### config.mk
export PLATFORM = sky130hd
export DESIGN_NAME = busca_instrucao
export DESIGN_NICKNAME = d
export VERILOG_FILES = /design/src/rtl/busca_instrucao.sv
export SDC_FILE = /design/constraint.sdc
export NUM_CORES = 1
export LEC_CHECK = 0
export CORE_AREA = 2 2 113 115
export DETAILED_ROUTE_END_ITERATION = 8
export DIE_AREA = 0 0 115 117
export PLACE_DENSITY_LB_ADDON = 0.3
export SLEW_MARGIN = 20
export SYNTH_ARGS = -nofsm -noshare
export SYNTH_HDL_FRONTEND = slang
export SYNTH_SLANG_ARGS = --single-unit
export TNS_END_PERCENT = 1
### constraint.sdc
create_clock -name clk -period 3.8 [get_ports clk]
set_input_delay 0.76 -clock clk [delete_from_list [all_inputs] [get_ports clk]]
set_output_delay 0.76 -clock clk [all_outputs]
set_load 0.02 [all_outputs]
### src/rtl/busca_instrucao.sv
// MIPS instruction-fetch stage: program counter, req/ready fetch from instruction
// memory, single-entry instruction register with stall and beq redirect/flush.
module busca_instrucao #(
    parameter logic [31:0] PC_RESET = 32'h0000_0000
) (
    input  logic        clk,
    input  logic        reset,
    output logic        imem_req,
    output logic [31:0] imem_addr,
    input  logic        imem_ready,
    input  logic [31:0] imem_data,
    input  logic        stall,
    input  logic        branch_taken,
    input  logic [31:0] branch_target,
    output logic [31:0] instr,
    output logic [5:0]  opcode,
    output logic [31:0] pc_plus4,
    output logic        instr_valid,
    output logic [31:0] fetch_count
);

    typedef enum logic {
        S_REQ  = 1'b0,
        S_FULL = 1'b1
    } state_t;

    state_t      state_q, state_d;
    logic [31:0] pc_q, pc_d;
    logic [31:0] instr_q, instr_d;
    logic [31:0] pc4_q, pc4_d;
    logic [31:0] count_q, count_d;
    logic        transfer;
    logic        unused_tgt_bits;

    assign unused_tgt_bits = &branch_target[1:0];

    always_ff @(posedge clk) begin
        if (reset) begin
            state_q <= S_REQ;
            pc_q    <= PC_RESET;
            instr_q <= '0;
            pc4_q   <= '0;
            count_q <= '0;
        end else begin
            state_q <= state_d;
            pc_q    <= pc_d;
            instr_q <= instr_d;
            pc4_q   <= pc4_d;
            count_q <= count_d;
        end
    end

    assign transfer = imem_req & imem_ready;

    always_comb begin
        state_d = state_q;
        pc_d    = pc_q;
        instr_d = instr_q;
        pc4_d   = pc4_q;
        count_d = count_q;
        if (branch_taken) begin
            // The branch in the IR counts as consumed; the stale IR word is flushed.
            pc_d    = {branch_target[31:2], 2'b00};
            state_d = S_REQ;
            if (state_q == S_FULL) begin
                count_d = count_q + 32'd1;
            end
        end else begin
            case (state_q)
                S_REQ: begin
                    if (transfer) begin
                        instr_d = imem_data;
                        pc4_d   = pc_q + 32'd4;
                        pc_d    = pc_q + 32'd4;
                        state_d = S_FULL;
                    end
                end
                S_FULL: begin
                    if (!stall) begin
                        count_d = count_q + 32'd1;
                        if (transfer) begin
                            instr_d = imem_data;
                            pc4_d   = pc_q + 32'd4;
                            pc_d    = pc_q + 32'd4;
                        end else begin
                            state_d = S_REQ;
                        end
                    end
                end
                default: state_d = S_REQ;
            endcase
        end
    end

    always_comb begin
        imem_req = 1'b0;
        if (!reset && !branch_taken) begin
            imem_req = (state_q == S_REQ) || !stall;
        end
    end

    assign imem_addr   = pc_q;
    assign instr       = instr_q;
    assign opcode      = instr_q[31:26];
    assign pc_plus4    = pc4_q;
    assign instr_valid = (state_q == S_FULL);
    assign fetch_count = count_q;

endmodule

After elaboration in Yosys (flattened, before gate mapping)
Cells that the tools add are included.
Storage, ports and cells
  logic and storage cells: 40
  flip-flop bits (word level): 129
Cells by class
  reduce and logical (&&, ||, !) cells: 8
  multiplexer cells: 18
  bitwise operators: 3
  eq/ne operators: 3
  add/subtract/negate cells: 2
Operators with widths (count)
  32-bit 2-to-1 mux: 11
  32-bit one-hot mux with 2 select lines: 3
  32-bit by 1-bit adder with 32-bit output (second input constant): 1
  32-bit by 3-bit adder with 32-bit output (second input constant): 1
  2-bit AND reduction: 2
  1-bit zero test: 3
  1-bit 2-to-1 mux: 3
  3-bit != test (second input constant): 1
  2-bit by 1-bit != test with 1-bit output (second input constant): 1
  2-bit != test (second input constant): 1
  1-bit inverter: 2
  1-bit one-hot mux with 2 select lines: 1
  2-bit OR reduction: 1
  1-bit AND: 1
  1-bit logical AND: 1
  1-bit logical OR: 1

Longest topological paths before layout
Gate-level depths: netlist of run 1.
  depth after elaboration: 8
  gate-level depth with buffers: 7
  mapped depth without buffers: 5

Least setup slack after synthesis of run 1
OpenSTA, ideal clock, no wires.
  path kind: input -> register
  start point: input port stall
  end point: register pc_q[29] (netlist: imem_addr[29])
  slack: 1560 ps
  arrival: 2161 ps
  path buffers: 0
  stages on the path: 4
  required time: 3721 ps
  cells stage by stage: a211oi_2 > nand2_1 > or4_1 > o211ai_1
On the way
  word-level cells in the longest chain between the ends: 8
  elaborated cells on any way between the ends: 9
  those cells by class: 1 x eq/ne; 5 x mux; 1 x bitwise; 2 x reduce/logical
Ends and longest elaborated chain
  start: declaration: RTL line 12  | input logic stall,
  1-bit zero test: RTL line 98  | imem_req = (state_q == S_REQ) || !stall;
  1-bit logical OR: RTL line 98
  1-bit 2-to-1 mux: RTL line 97  | if (!reset && !branch_taken) begin
  1-bit AND: RTL line 53  | assign transfer = imem_req & imem_ready;
  32-bit 2-to-1 mux (2 in series)
  32-bit one-hot mux with 2 select lines
  32-bit 2-to-1 mux
  end signal: assignment: RTL line 46  | pc_q <= pc_d;
  end: declaration: RTL line 28  | logic [31:0] pc_q, pc_d;
Parallel ways exist; a longest one is shown, timed or not. The select of a mux whose other input is x is not followed.
A chain may end at the register's enable or synchronous reset.

Final worst setup path of run 1
  start point: input port stall
  end point: output port imem_req
On the way
  word-level cells in the longest chain between the ends: 3
Ends and longest elaborated chain
  1-bit zero test: RTL line 98
  1-bit logical OR: RTL line 98
  1-bit 2-to-1 mux: RTL line 97
  end: declaration: RTL line 8  | output logic imem_req,
Every way passes these cells.

==> impl_metrics.csv, run 1 <==
group,metric,value,unit
sta,min_period,3190,ps
synth,syn_area,6050,um^2
global_route,grt_usage,25.8,%
global_route,grt_max_degree,91,
route,wl_per_cell,17.1,um
clock_network,cts_hold_buffers,0,
final_layout,mostFrequentLayoutCells,"197 x clkdlybuf4s50_1, 125 x dfxtp_1, 91 x nand2_1",
sta,timing.slew.headroom,37.1,%
worst_setup_path,worstPathMaxFanout,6,
floorplan,start_util,49.1,%
final_layout,fin_util,68.9,%
global_route,grt_pass1_wl,27600,um
global_route,gr-total-overflow,0,
synth,synth_cell_types,54,
clock_network,clock_latency,410,ps
synth,async_reset_ff_share,0,%
clock_network,cts.clk_slew.worst_paths,50,ps
sta,worst_slew_pin_slew,943,ps
power,power.density,400,nW/um^2
global_route,antenna_found_initial,0,
route,vias,6250,
sta,grt_setup_unrepaired,"no",
sta,clock_skew,5.51,ps
clock_network,cts.sink_count,125,
worst_setup_path,path_buf_inv,2,
floorplan,die_area,13500,um^2
worst_setup_path,end_kind,"output port",
final_layout,antenna_cells,0,
global_route,grt_pass1_vias,5719,
placed_design,port_buffers,198,
floorplan,io_pins,205,
clock_network,cts_tree,"done",
sta,setup_tns,0,ps
floorplan,coreArea,12300,um^2
route,drtIter0Drc,554,
worst_setup_path,cp_common_cell,"clkdlybuf4s50_1",
clock_network,cts-root-buf,"clkbuf_16",
route,ant_nets,0,
synth,ys.flop_type,"dfxtp_1",
final_layout,nFillCells,954,
clock_network,cts-buffers-inserted,17,
synth,syn_avg_cell_area,8.30,um^2
synth,synth_enable_flop_cells,0,
final_layout,mostFrequentLayoutCell,"clkdlybuf4s50_1",
clock_network,cts_setup_buffers,0,
final_layout,syn2layout_area_growth,40.4,%
sta,hold_violations,0,
worst_setup_path,worst-setup-path-type,"input port to output port",
worst_setup_path,arrival,2430,ps
sta,post-route-period-util,83.9,%
floorplan,die_w,115,um
synth,synth_seq_cells,125,
run_status,outcome,"completed",
power,vdd_ir_drop_max,0.000281,V
floorplan,fp-row-count,41,
route,via_per_inst,5.96,
worst_setup_path,worst_setup_path_start_kind,"input port",
route,first_pass_iters,7,
final_layout,layout.nets,957,
placed_design,place_hpwl,12300,um
sta,timing.fmax,0.314,GHz
flow_run,cap_violations,0,
sta,finalSetupViolations,0,
clock_network,post_cts_resize_count,0,
route,routed_wl,17900,um
clock_network,htree_levels,4,
clock_network,cts_buffer_depth,2,
synth,seq_area_frac_synth,41.4,%
worst_setup_path,crit_chain,"clkdlybuf4s50_1, a211oi_2, clkdlybuf4s50_1",
final_layout,drive_above_1_share,5.78,%
route,drc_errors,0,
worst_setup_path,crit_slowest_cell,"clkdlybuf4s50_1",
floorplan,die_h,117,um
sta,report.final.slew_viol_count,0,
placed_design,gp_congestion,0.834,
synth,ys.warnings.count,0,
min_path,min_path_type,"flip-flop to flip-flop",
power,power_leakage,2.83,nW
worst_setup_path,required,3040,ps
worst_setup_path,critPathTopFamily,"buffers and inverters",
worst_setup_path,cpPeakStageDelay,700,ps
synth,netlist_instances,728,
[path summary, 6_finish.rpt]
path                        startpoint                    endpoint  slack [ps]  cells after the start
max reg2reg  imem_addr[2]$_SDFFE_PP0P_  imem_addr[26]$_SDFFE_PP0P_        1220                      5
min reg2reg     instr[17]$_SDFFE_PP0P_      instr[17]$_SDFFE_PP0P_         460                      2
min             instr[17]$_SDFFE_PP0P_      instr[17]$_SDFFE_PP0P_         460                      2
max                              stall                    imem_req         610                      3
[cells by family (layout without fill, tap and decap cells)]
kind of cell / Yosys count / count (layout) / share of synthesized area, %
adder cells (fa/ha/maj): 2 / 2 / 0.414
buffers and inverters: 76 / 244 / 6.52
XOR/XNOR: 29 / 29 / 4.20
AND/OR/NAND/NOR: 324 / 324 / 27.8
multiplexers: 10 / 10 / 1.86
flip-flops: 125 / 125 / 41.4
AO/OA/AOI/OAI: 161 / 161 / 17.7
other: 1 / 4 / 0.0620
[cell type report]
type	instances	area, um^2	share of cell area, %
tap	150	188	2.21
clock buffer	25	505	5.96
sequential	125	2500	29.5
inverter	7	26.3	0.310
timing repair buffer	205	2040	24.1
clock inverter	7	60.1	0.708
multi-input combinational	530	3160	37.2
[metal layers]
metal / GRT usage, % / routed length [um]
met1: 31.4 / 7230
met2: 44.9 / 9280
met3: 5.72 / 1110
met4: 9.88 / 286
met5: 0 / 0
[sequential cells by signal, summed over array words and instances (netlist names)]
name         cells
fetch_count     32
instr           32
instr_valid      1
imem_addr       30
pc_plus4        30
[power breakdown]
| part | switching (mW) | internal, mW |
|---|---|---|
| logic | 0.217 | 0.206 |
| clock network | 0.569 | 0.979 |
| registers | 0.0643 | 1.36 |
[synth_stat cells (13+ instances only)]
cell type,number,area share [%]
a211oi_1,25,3.1
a21oi_1,52,4.3
a311oi_1,26,3.8
and4_1,15,2.2
buf_2,13,1.1
clkbuf_1,35,2.2
dfxtp_1,125,41
nand2_1,91,5.6
nand3_1,27,2.2
nand4_1,27,2.8
nor2_1,72,4.5
nor4_1,15,1.6
o21ai_0,24,2.0
o31ai_1,17,2.1
or3_1,25,2.6
or4_1,19,2.4
xor2_1,20,2.9
[through the flow]
step                hold slack, ps  power (mW)  std cells  instance area, um^2  worst slack, ps
floorplan                      535        1.66        731                 6060             1560
global placement               441        1.86       1017                 7920              641
detailed placement             453        1.87       1017                 7920              583
CTS                            460        3.41       1049                 8490              623
global route                   473        3.51       1049                 8490              542
finish                         456        3.40       1049                 8490              612
[worst min-delay path, delay by kind of cell, from the launching register on]
| kind | cells | cell delay [ps] |
|---|---|---|
| flops | 1 | 300 |
| simple gates | 1 | 50 |
| compound gates | 1 | 50 |
Note: power is estimated with default switching activity, not from simulation.
==> run 2: changes to the inputs <==
CORE_AREA = 2 2 123 125   (was 2 2 113 115)
DIE_AREA = 0 0 125 127   (was 0 0 115 117)
clock period = 2.75 ns   (was 3.8 ns; I/O delays follow)
==> impl_metrics.csv, run 2 (synthesis gave the netlist of run 1 again) <==
group,metric,value,unit
run_status,outcome,"completed",
final_layout,layout.nets,969,
clock_network,cts.clk_slew.worst_paths,60,ps
worst_setup_path,required,2200,ps
min_path,min_path_type,"flip-flop to flip-flop",
global_route,gr-total-overflow,0,
placed_design,pre_cts_ws,138,ps
global_route,grt_pass1_wl,28000,um
floorplan,io_pins,205,
global_route,antenna_found_initial,0,
final_layout,antenna_cells,0,
placed_design,gp_congestion,0.783,
sta,hold_violations,0,
sta,grt_setup_unrepaired,"no",
sta,min_period,2640,ps
clock_network,cts.sink_count,125,
sta,setup_tns,0,ps
floorplan,die_h,127,um
final_layout,regArea,2500,um^2
route,ant_nets,0,
floorplan,fp-row-count,44,
route,wl_per_cell,15.7,um
route,via_per_inst,5.44,
clock_network,cts_buffer_depth,2,
worst_setup_path,worst-setup-path-type,"input port to output port",
route,first_pass_iters,5,
floorplan,die_area,15900,um^2
power,power.density,579,nW/um^2
global_route,grt_max_degree,79,
clock_network,cts_setup_buffers,0,
route,vias,5953,
final_layout,mostFrequentLayoutCell,"clkdlybuf4s50_1",
global_route,grt_pass1_vias,5457,
clock_network,post_cts_resize_count,0,
worst_setup_path,arrival,2090,ps
route,drtIter0Drc,438,
placed_design,place_hpwl,11700,um
global_route,grt_usage,21.6,%
sta,layout_setup_ws,112,ps
final_layout,multiInputGateArea,3160,um^2
placed_design,port_buffers,198,
final_layout,syn2layout_area_growth,44.3,%
route,routed_wl,17200,um
clock_network,cts-buffers-inserted,17,
sta,finalSetupViolations,0,
floorplan,die_w,125,um
floorplan,start_util,41.9,%
flow_run,cap_violations,0,
final_layout,mostFrequentLayoutCells,"197 x clkdlybuf4s50_1, 125 x dfxtp_1, 91 x nand2_1",
clock_network,htree_levels,4,
worst_setup_path,worst_setup_path_start_kind,"input port",
power,power_leakage,2.93,nW
power,vdd_ir_drop_max,0.000464,V
worst_setup_path,worstPathMaxFanout,5,
clock_network,clock_latency,420,ps
final_layout,nFillCells,1286,
sta,timing.slew.headroom,45.7,%
final_layout,drive_above_1_share,7.25,%
clock_network,cts_tree,"done",
sta,clock_skew,6.68,ps
sta,post-route-period-util,95.9,%
clock_network,cts_hold_buffers,0,
worst_setup_path,end_kind,"output port",
floorplan,coreArea,14400,um^2
sta,worst_slew_pin_slew,815,ps
sta,report.final.slew_viol_count,0,
route,drc_errors,0,
clock_network,cts-root-buf,"clkbuf_16",
sta,timing.fmax,0.379,GHz
==> run 2: cell count changes in the layout (fill, tap and decap cells not counted) <==
| cell | before | now |
|---|---|---|
| clkbuf_1 | 3 | 0 |
| clkinv_4 | 0 | 1 |
| buf_4 | 7 | 18 |
| clkinvlp_4 | 0 | 2 |
| clkinv_2 | 6 | 3 |
| buf_12 | 1 | 2 |
| clkbuf_8 | 5 | 3 |
| bufinv_16 | 1 | 5 |
==> run 2: area by class of cell <==
class	instances	area share, %
multi-input combinational	530	36.2
sequential	125	28.7
timing repair buffer	217	24.6
clock buffer	20	5.35
tap	184	2.64
clock inverter	11	2.17
inverter	7	0.301
==> run 2: power by group <==
| part | internal [mW] | switching (mW) | total [mW] |
|---|---|---|---|
| clock | 1.67 | 0.823 | 2.49 |
| sequential | 1.88 | 0.0788 | 1.96 |
| combinational | 0.292 | 0.301 | 0.593 |
==> run 2: per-stage QoR <==
stage                     hold WS [ps]  cell area (um^2)  utilization, %  cells  total power [mW]
final                              453              8720            60.5   1094              5.05
after global routing               475              8720            60.5   1094              5.24
after CTS                          453              8720            60.5   1094              5.09
after detailed placement           446              8070            55.9   1063              2.59
after global placement             441              8070            55.9   1063              2.59
after floorplan                    535              6060               -    731              2.29
==> run 2: path summary, 6_finish.rpt <==
kind              cells after the start  slack, ps                       from                    endpoint
hold / removal                        2        450     instr[11]$_SDFFE_PP0P_      instr[11]$_SDFFE_PP0P_
hold reg to reg                       2        450     instr[11]$_SDFFE_PP0P_      instr[11]$_SDFFE_PP0P_
setup / recovery                      3        110                      stall                    imem_req
setup reg to reg                      5        430  imem_addr[3]$_SDFFE_PP0P_  imem_addr[20]$_SDFFE_PP0P_
==> run 2: per-layer routing <==
layer | wire, um | track usage (%) | share of wire, % | vias up
met5 | 0 | 0 | 0 | -
met2 | 7890 | 34.6 | 46 | 191
met1 | 7820 | 27.6 | 45 | 2737
met3 | 1170 | 6.11 | 6.8 | 25
met4 | 322 | 8.63 | 1.9 | 0
li1 | - | - | - | 3000
==> run 2: critical path, cell delays in order <==
cell and delay [ps]:
clkdlybuf4s50_1 530, a211oi_2 320, clkdlybuf4s50_1 690
